File: src/rtl/eth_udp_rx.sv
// eth_udp_rx: GMII UDP receiver. Strips preamble, filters MAC/IPv4/UDP and streams the payload over AXI4-Stream.
// Optional FCS check is enabled by defining ETH_UDP_RX_FCS_CHECK_EN.
module eth_udp_rx #(
  parameter bit          ACCEPT_BCAST = 1'b1,
  parameter bit          CHECK_MAC    = 1'b1,
  parameter int unsigned MIN_UDP_LEN  = 9
) (
  input  logic        clk,
  input  logic        resetn,
  input  logic        rx_dv,
  input  logic        rx_er,
  input  logic [7:0]  rxd,
  input  logic [47:0] local_mac,
  input  logic [31:0] local_ip,
  input  logic [15:0] local_port,
  output logic [7:0]  m_axis_tdata,
  output logic        m_axis_tvalid,
  output logic        m_axis_tlast,
  output logic        m_axis_tuser,
  output logic [15:0] payload_len,
  output logic        frame_done,
  output logic        frame_good
);
  typedef enum logic [2:0] {
    S_WAIT_IDLE, S_IDLE, S_PREAMBLE, S_HEADER, S_PAYLOAD, S_TAIL, S_DONE, S_DROP
  } state_t;

  state_t      r_state, w_state_nxt;
  logic [5:0]  r_hdr_cnt;
  logic [15:0] r_rem;
  logic [7:0]  r_len_hi;
  logic        r_ucast_ok, r_bcast_ok, r_bad, r_first;
  logic [7:0]  w_mac_byte, w_ip_byte;
  logic [15:0] w_len;
  logic        w_ucast_hit, w_bcast_hit, w_mac_ok, w_field_ok, w_sfd, w_in_frame, w_fcs_ok;

  // Expected MAC byte for header bytes 0..5 and IP byte for header bytes 30..33.
  assign w_mac_byte  = 8'(local_mac >> {3'd5 - r_hdr_cnt[2:0], 3'b000});
  assign w_ip_byte   = 8'(local_ip >> {2'd1 - r_hdr_cnt[1:0], 3'b000});
  assign w_len       = {r_len_hi, rxd};
  assign w_ucast_hit = r_ucast_ok && rxd == w_mac_byte;
  assign w_bcast_hit = r_bcast_ok && rxd == 8'hFF;
  assign w_mac_ok    = !CHECK_MAC || w_ucast_hit || (ACCEPT_BCAST && w_bcast_hit);
  assign w_sfd       = r_state == S_PREAMBLE && rx_dv && rxd == 8'hD5;
  assign w_in_frame  = rx_dv && (r_state == S_HEADER || r_state == S_PAYLOAD || r_state == S_TAIL);

  // Per-byte header filter; the MAC verdict is taken once all six bytes are in.
  always_comb begin
    w_field_ok = 1'b1;
    case (r_hdr_cnt)
      6'd5:                      w_field_ok = w_mac_ok;
      6'd12:                     w_field_ok = rxd == 8'h08;
      6'd13:                     w_field_ok = rxd == 8'h00;
      6'd14:                     w_field_ok = rxd == 8'h45;
      6'd23:                     w_field_ok = rxd == 8'h11;
      6'd30, 6'd31, 6'd32, 6'd33: w_field_ok = rxd == w_ip_byte;
      6'd36:                     w_field_ok = rxd == local_port[15:8];
      6'd37:                     w_field_ok = rxd == local_port[7:0];
      6'd39:                     w_field_ok = w_len >= 16'(MIN_UDP_LEN);
      default:                   w_field_ok = 1'b1;
    endcase
  end

  // Next-state logic; DONE handles a new frame start exactly like IDLE.
  always_comb begin
    w_state_nxt = r_state;
    case (r_state)
      S_WAIT_IDLE:    w_state_nxt = rx_dv ? S_WAIT_IDLE : S_IDLE;
      S_IDLE, S_DONE: w_state_nxt = !rx_dv ? S_IDLE : rxd == 8'h55 ? S_PREAMBLE : S_DROP;
      S_PREAMBLE:     w_state_nxt = !rx_dv ? S_IDLE : rxd == 8'hD5 ? S_HEADER : rxd == 8'h55 ? S_PREAMBLE : S_DROP;
      S_HEADER:       w_state_nxt = !rx_dv ? S_IDLE : !w_field_ok ? S_DROP : r_hdr_cnt == 6'd41 ? S_PAYLOAD : S_HEADER;
      S_PAYLOAD:      w_state_nxt = !rx_dv ? S_DONE : r_rem == 16'd1 ? S_TAIL : S_PAYLOAD;
      S_TAIL:         w_state_nxt = rx_dv ? S_TAIL : S_DONE;
      S_DROP:         w_state_nxt = rx_dv ? S_DROP : S_IDLE;
      default:        w_state_nxt = S_WAIT_IDLE;
    endcase
  end

  // State register; reset waits for the line to go idle before hunting for a preamble.
  always_ff @(posedge clk) begin
    if (!resetn) r_state <= S_WAIT_IDLE;
    else         r_state <= w_state_nxt;
  end

  // Header counters, length capture, error tracking and one-cycle-latency payload output.
  always_ff @(posedge clk) begin
    if (!resetn) begin
      r_hdr_cnt     <= '0;
      r_rem         <= '0;
      r_len_hi      <= '0;
      r_ucast_ok    <= 1'b0;
      r_bcast_ok    <= 1'b0;
      r_bad         <= 1'b0;
      r_first       <= 1'b0;
      payload_len   <= '0;
      m_axis_tdata  <= '0;
      m_axis_tvalid <= 1'b0;
      m_axis_tlast  <= 1'b0;
      m_axis_tuser  <= 1'b0;
    end else begin
      m_axis_tvalid <= 1'b0;
      m_axis_tlast  <= 1'b0;
      m_axis_tuser  <= 1'b0;
      if (w_sfd) begin
        r_hdr_cnt  <= '0;
        r_bad      <= rx_er;
        r_ucast_ok <= 1'b1;
        r_bcast_ok <= 1'b1;
        r_first    <= 1'b1;
      end
      if (w_in_frame && rx_er) r_bad <= 1'b1;
      if (r_state == S_HEADER && rx_dv) begin
        r_hdr_cnt <= r_hdr_cnt + 6'd1;
        if (r_hdr_cnt < 6'd6) begin
          r_ucast_ok <= w_ucast_hit;
          r_bcast_ok <= w_bcast_hit;
        end
        if (r_hdr_cnt == 6'd38) r_len_hi <= rxd;
        if (r_hdr_cnt == 6'd39 && w_field_ok) begin
          payload_len <= w_len - 16'd8;
          r_rem       <= w_len - 16'd8;
        end
      end
      if (r_state == S_PAYLOAD && rx_dv) begin
        m_axis_tvalid <= 1'b1;
        m_axis_tdata  <= rxd;
        m_axis_tuser  <= r_first;
        m_axis_tlast  <= r_rem == 16'd1;
        r_first       <= 1'b0;
        r_rem         <= r_rem - 16'd1;
      end
      if (r_state == S_PAYLOAD && !rx_dv) r_bad <= 1'b1;
    end
  end

`ifdef ETH_UDP_RX_FCS_CHECK_EN
  logic [31:0] r_crc, w_crc_nxt;

  // Reflected CRC-32 step over one byte, LSB first.
  always_comb begin
    w_crc_nxt = r_crc ^ {24'h0, rxd};
    for (int i = 0; i < 8; i++) w_crc_nxt = w_crc_nxt[0] ? (w_crc_nxt >> 1) ^ 32'hEDB88320 : w_crc_nxt >> 1;
  end

  // CRC runs from the first byte after SFD through the FCS.
  always_ff @(posedge clk) begin
    if (!resetn || w_sfd) r_crc <= '1;
    else if (w_in_frame)  r_crc <= w_crc_nxt;
  end

  // The shift-right register holds the residue 0xC704DD7B bit-reversed.
  assign w_fcs_ok = r_crc == 32'hDEBB20E3;
`else
  assign w_fcs_ok = 1'b1;
`endif

  assign frame_done = r_state == S_DONE;
  assign frame_good = frame_done && !r_bad && w_fcs_ok;
endmodule

File: config.mk
export PLATFORM = sky130hd
export DESIGN_NAME = eth_udp_rx
export DESIGN_NICKNAME = d
export VERILOG_FILES = /design/src/rtl/eth_udp_rx.sv
export SDC_FILE = /design/constraint.sdc
export NUM_CORES = 1
export LEC_CHECK = 0
export BUFFER_PORTS_ARGS = -buffer_cell sky130_fd_sc_hd__buf_2
export CORE_MARGIN = 2
export CORE_UTILIZATION = 45
export CTS_CLUSTER_DIAMETER = 50
export CTS_CLUSTER_SIZE = 10
export DETAILED_ROUTE_END_ITERATION = 10
export GPL_ROUTABILITY_DRIVEN = 0
export PLACE_DENSITY = 0.77
export SYNTH_ARGS = -nofsm -noshare
export SYNTH_HDL_FRONTEND = slang
export SYNTH_SLANG_ARGS = --single-unit
File: constraint.sdc
create_clock -name clk -period 9.6 [get_ports clk]
set_clock_uncertainty 0.2 [all_clocks]
set_input_delay 1.92 -clock clk [delete_from_list [all_inputs] [get_ports clk]]
set_output_delay 1.92 -clock clk [all_outputs]
set_load 0.01 [all_outputs]
Word-level counts from Yosys, hierarchy flattened. Cells that the tools add are included.

Bits in registers: 64. Bits of input ports: 108. Output and inout bits: 29. Word-level logic and storage cells: 113.

Add/subtract/negate cells: 5. Order comparisons: 2. Equality and inequality tests: 32. Shift-type cells: 2. Muxes and demuxes: 29. Bitwise operators: 1. Reduce and logical (&&, ||, !) cells: 29.

Operator list (number): $mux W16 (3); $shr A48 B6 Y8 (1); $eq A6 B6 Y1 const B (7); $eq A8 B8 Y1 (4); $shr A32 B5 Y8 (1); $mux W3 (8); $pmux W3 S7 (1); $eq A6 B4 Y1 const B (3); $eq A6 B5 Y1 const B (3); $eq A16 B1 Y1 const B (1); $eq A8 B7 Y1 const B (2); $eq A8 B8 Y1 const B (2); $ge A16 B4 Y1 const B (1); $sub A16 B1 Y16 const B (1); $sub A16 B4 Y16 const B (1); $eq A3 B3 Y1 const B (4); $mux W1 (12); $mux W6 (2); $logic_and A1 B1 Y1 (11); $pmux W1 S9 (1); $eq A8 B4 Y1 const B (1); $eq A8 B5 Y1 const B (1); $logic_not A8 Y1 (1); $reduce_and A2 Y1 (4); other kinds (16) (24).

Longest topological paths before layout.
Word-level depth: 10. Depth in mapped cells: 15. Mapped depth without buffers: 10.

Worst setup path after synthesis. OpenSTA, ideal clock, no wires.

Path type: input port to flip-flop. Start: input port local_mac[17]. End: register r_rem[5]. Library setup time: 0.116 ns. Arrival: 3.995 ns. Required time: 9.284 ns. Path slack: 5.288 ns. Stages on the path: 9. Buffers on the path: 1. Path through: mux4_2 -> a22oi_2 -> xnor2_1 -> a2111o_1 -> a2111oi_4 -> a211o_2 -> buf_6 -> nand3_1 -> a31o_2.

Cells in the longest elaborated chain, start to end: 8.

RTL lines: start, declared (RTL line 13) `input logic [47:0] local_mac,`; $shr A48 B6 Y8 (RTL line 38) `assign w_mac_byte = 8'(local_mac >> {3'd5 - r_hdr_cnt[2:0], 3'b000});`; $eq A8 B8 Y1 (RTL line 41) `assign w_ucast_hit = r_ucast_ok && rxd == w_mac_byte;`; $logic_and A1 B1 Y1 (RTL line 41); $logic_or A1 B1 Y1 (RTL line 43) `assign w_mac_ok = !CHECK_MAC || w_ucast_hit || (ACCEPT_BCAST && w_bcast_hit);`; $pmux W1 S9 (RTL line 50) `case (r_hdr_cnt)`; $logic_and A1 B1 Y1 (RTL line 119) `if (r_hdr_cnt == 6'd39 && w_field_ok) begin`; $reduce_bool A2 Y1 (no source line); $reduce_and A2 Y1 (no source line); end signal, assigned (RTL line 121) `r_rem <= w_len - 16'd8;`; end signal, assigned (RTL line 130) `r_rem <= r_rem - 16'd1;`; end, declared (RTL line 30) `logic [15:0] r_rem;`.

No other way between the ends. A chain may end at the register's enable or synchronous reset.

Final worst setup path.
Start: input port local_ip[16]. End: register r_rem[1].

Cells in the longest elaborated chain, start to end: 6.

RTL lines: start, declared (RTL line 14) `input logic [31:0] local_ip,`; $shr A32 B5 Y8 (RTL line 39) `assign w_ip_byte = 8'(local_ip >> {2'd1 - r_hdr_cnt[1:0], 3'b000});`; $eq A8 B8 Y1 (RTL line 56) `6'd30, 6'd31, 6'd32, 6'd33: w_field_ok = rxd == w_ip_byte;`; $pmux W1 S9 (RTL line 50); $logic_and A1 B1 Y1 (RTL line 119); $reduce_bool A2 Y1 (no source line); $reduce_and A2 Y1 (no source line).

No other way between the ends.

==> impl_metrics.yaml <==
drt:
  drtPass1Iterations: 10
  vias: 4917
  drt-total-wl_um: 14410
  postRouteAntennaNets: 0
  drt_iter0_markers: 416
  post_drt_wl_per_cell_um: 17.75
  drc: 0
  vias_per_cell: 6.055
grt:
  grt-ovfl-total: 0
  grt_pass1_wl_um: 23880
  grt_max_degree: 41
  first_global_vias: 4889
  track_usage: 0.2623
  antenna_found_initial: 0
worst_setup_path:
  path_max_fanout: 19
  worstSetupStartpointType: "input port"
  reg2reg_to: "r_rem[3]"
  endpoint: "r_rem[1]"
  critPathArrivalTime_ns: 4.44
  r2r_cells: 11
  worstSetupPathType: "in -> reg"
  critPathLaunch: "local_ip[16]"
  reg2reg_slack_ns: 5.30
  r2r-start: "r_hdr_cnt[1]"
  crit_required_ns: 9.65
  cp-end-kind: "flip-flop"
synth:
  synth_edf_count: 0
  syn_inst: 565
  yosysSeqAreaShare: 0.2724
  ys_warn_count: 0
  syn_avg_cell_area_um2: 8.324
  synth_nets: 681
  synth.area.top_cells: "dfxtp_1 27%, mux4_2 5.3%, mux2i_1 5.1%"
  synth_top_area_share: 0.2724
  synthesis.area_mm2: 0.004703
  synth_ff_type: "dfxtp_1"
  ys_async_sr_fraction: 0
  ys_seq_elements: 64
  synth.distinct_cells: 77
  synth_top_area_cell: "dfxtp_1"
die:
  start_util: 0.4597
  coreArea_mm2: 0.01023
  chipWidth_um: 106.2
  rows: 37
  die_area_mm2: 0.01129
  fp.dieH_um: 106.2
  ios: 137
timing:
  rsz0062_at_grt: "no"
  setup_ws_ns: 5.206
  period_share: 0.4577
  slew_headroom: 0.3099
  setup_viol: 0
  worst_pin_slew_ns: 1.032
  finalMaxSlewViolations: 0
  final.min_clock_period_ns: 4.394
  hold_viol: 0
  fmax_mhz: 227.6
  tns_ns: 0
cts:
  clk_pin_slew_worst_paths_ns: 0.07
  cts_hold_buf: 0
  htree_levels: 3
  cts_made_buffers: 9
  clock-sinks: 64
  clk_path_buf_depth: 2
  cts_setup_buffers: 0
  cts_resized: 0
  clk_latency_ns: 0.36
  cts-root-buf: "clkbuf_8"
  tritoncts: "yes"
final_layout:
  n_antenna_cell: 0
  drive_gt1_frac: 0.2929
  nFillCells: 925
  syn_to_final_growth_pct: 18.81
  mostFrequentLayoutCell: "buf_2"
  final_cell_mix: "136 x buf_2, 64 x dfxtp_1, 52 x nand2_1, 45 x nor2_1, 42 x a21oi_1"
  final_nets: 787
status:
  outcome: "complete, no violations"
pwr:
  ir_drop_mv: 0.06795
  power.density_mw_per_mm2: 117.2
  leakage_nw: 2.264
  total_power_w: 0.0006551
placement:
  hpwl_um: 10300
  dp_slack_ns: 4.909
  portBuffers: 136
hold_path:
  min_path_type: "reg -> reg"
job:
  max_cap_violations: 0
-- critical path: stages --
cell,delay [ns]
buf_2,0.10
mux4_2,0.46
a221oi_1,0.49
xnor2_1,0.14
nor4b_2,0.44
a211o_2,0.46
nand2_4,0.15
a32o_1,0.28
-- layout make-up --
class,count,area [µm²],area share
repair buffers,141,718.2,0.1285
clock inverters,6,92.59,0.01657
multi-input cells,437,3120,0.5584
clock buffers,10,137.6,0.02463
flip-flops and latches,64,1281,0.2293
well taps,136,170.2,0.03045
inverters,18,67.56,0.01209
-- synth_stat cells, types with 4 or more instances --
| cell type | number |
|---|---|
| a211oi_1 | 9 |
| a21o_1 | 4 |
| a21oi_1 | 42 |
| a22o_1 | 7 |
| a22oi_1 | 4 |
| a31oi_1 | 10 |
| and3_1 | 9 |
| buf_2 | 9 |
| buf_6 | 4 |
| clkbuf_1 | 29 |
| dfxtp_1 | 64 |
| ha_1 | 8 |
| inv_1 | 16 |
| mux2i_1 | 24 |
| mux4_2 | 11 |
| nand2_1 | 52 |
| nand2b_1 | 9 |
| nand3_1 | 21 |
| nor2_1 | 45 |
| nor2b_1 | 4 |
| nor3_1 | 14 |
| nor4_1 | 10 |
| o211ai_1 | 8 |
| o21ai_0 | 22 |
| or2_2 | 7 |
| or3_1 | 8 |
| or4_1 | 4 |
| xnor2_1 | 23 |
| xor2_1 | 10 |
-- through the flow --
step | hold WS, ns | area, µm² | utilization | instances
after floorplan | 0.2325 | 4703 | - | 565
after global placement | 0.2442 | 5358 | 0.5237 | 796
after detailed placement | 0.2486 | 5358 | 0.5237 | 796
after CTS | 0.2616 | 5588 | 0.5462 | 812
after global routing | 0.2770 | 5588 | 0.5462 | 812
final | 0.2567 | 5588 | 0.5462 | 812
-- sequential cells by signal, summed over array words and instances, names as in the netlist, 3 cells and up --
register / flops
m_axis_tdata: 8
r_rem: 16
r_state: 3
r_len_hi: 8
payload_len: 16
r_hdr_cnt: 6
-- kinds of logic (layout without fill, tap and decap cells) --
group	Yosys count	after routing	share of synthesized area
AO/OA/AOI/OAI	155	155	0.2448
buffers and inverters	64	175	0.06411
XOR/XNOR	33	33	0.06145
flip-flops	64	64	0.2724
AND/OR/NAND/NOR	202	202	0.2195
multiplexers	39	39	0.1165
adder cells (fa/ha/maj)	8	8	0.02128
-- power breakdown --
part | switching [W] | internal (W) | leakage [nW]
Clock | 0.000118 | 0.000154 | 0.109
Combinational | 0.0000579 | 0.0000491 | 1.64
Sequential | 0.00000636 | 0.000270 | 0.516
Total | 0.000182 | 0.000473 | 2.26
-- worst min-delay path by stage --
stage / startpoint / to / slack (ns) / depth (start not counted)
global placement: m_axis_tdata[6] / m_axis_tdata[6] / 0.24 / 2
finish: m_axis_tdata[1] / m_axis_tdata[1] / 0.26 / 2
CTS: m_axis_tdata[1] / m_axis_tdata[1] / 0.26 / 2
floorplan: r_first / r_first / 0.23 / 1
global route: payload_len[10] / payload_len[10] / 0.28 / 2
detailed placement: payload_len[10] / payload_len[10] / 0.25 / 2
-- layer usage --
metal | vias to the layer above | part of all wire | routed length, µm | track usage
li1 | 2306 | - | - | -
met1 | 2336 | 0.42 | 6017 | 0.3453
met2 | 228 | 0.48 | 6894 | 0.4171
met3 | 47 | 0.079 | 1137 | 0.06560
met4 | 0 | 0.025 | 359 | 0.09305
met5 | - | 0 | 0 | 0
Power figures use the tool's default switching activity.
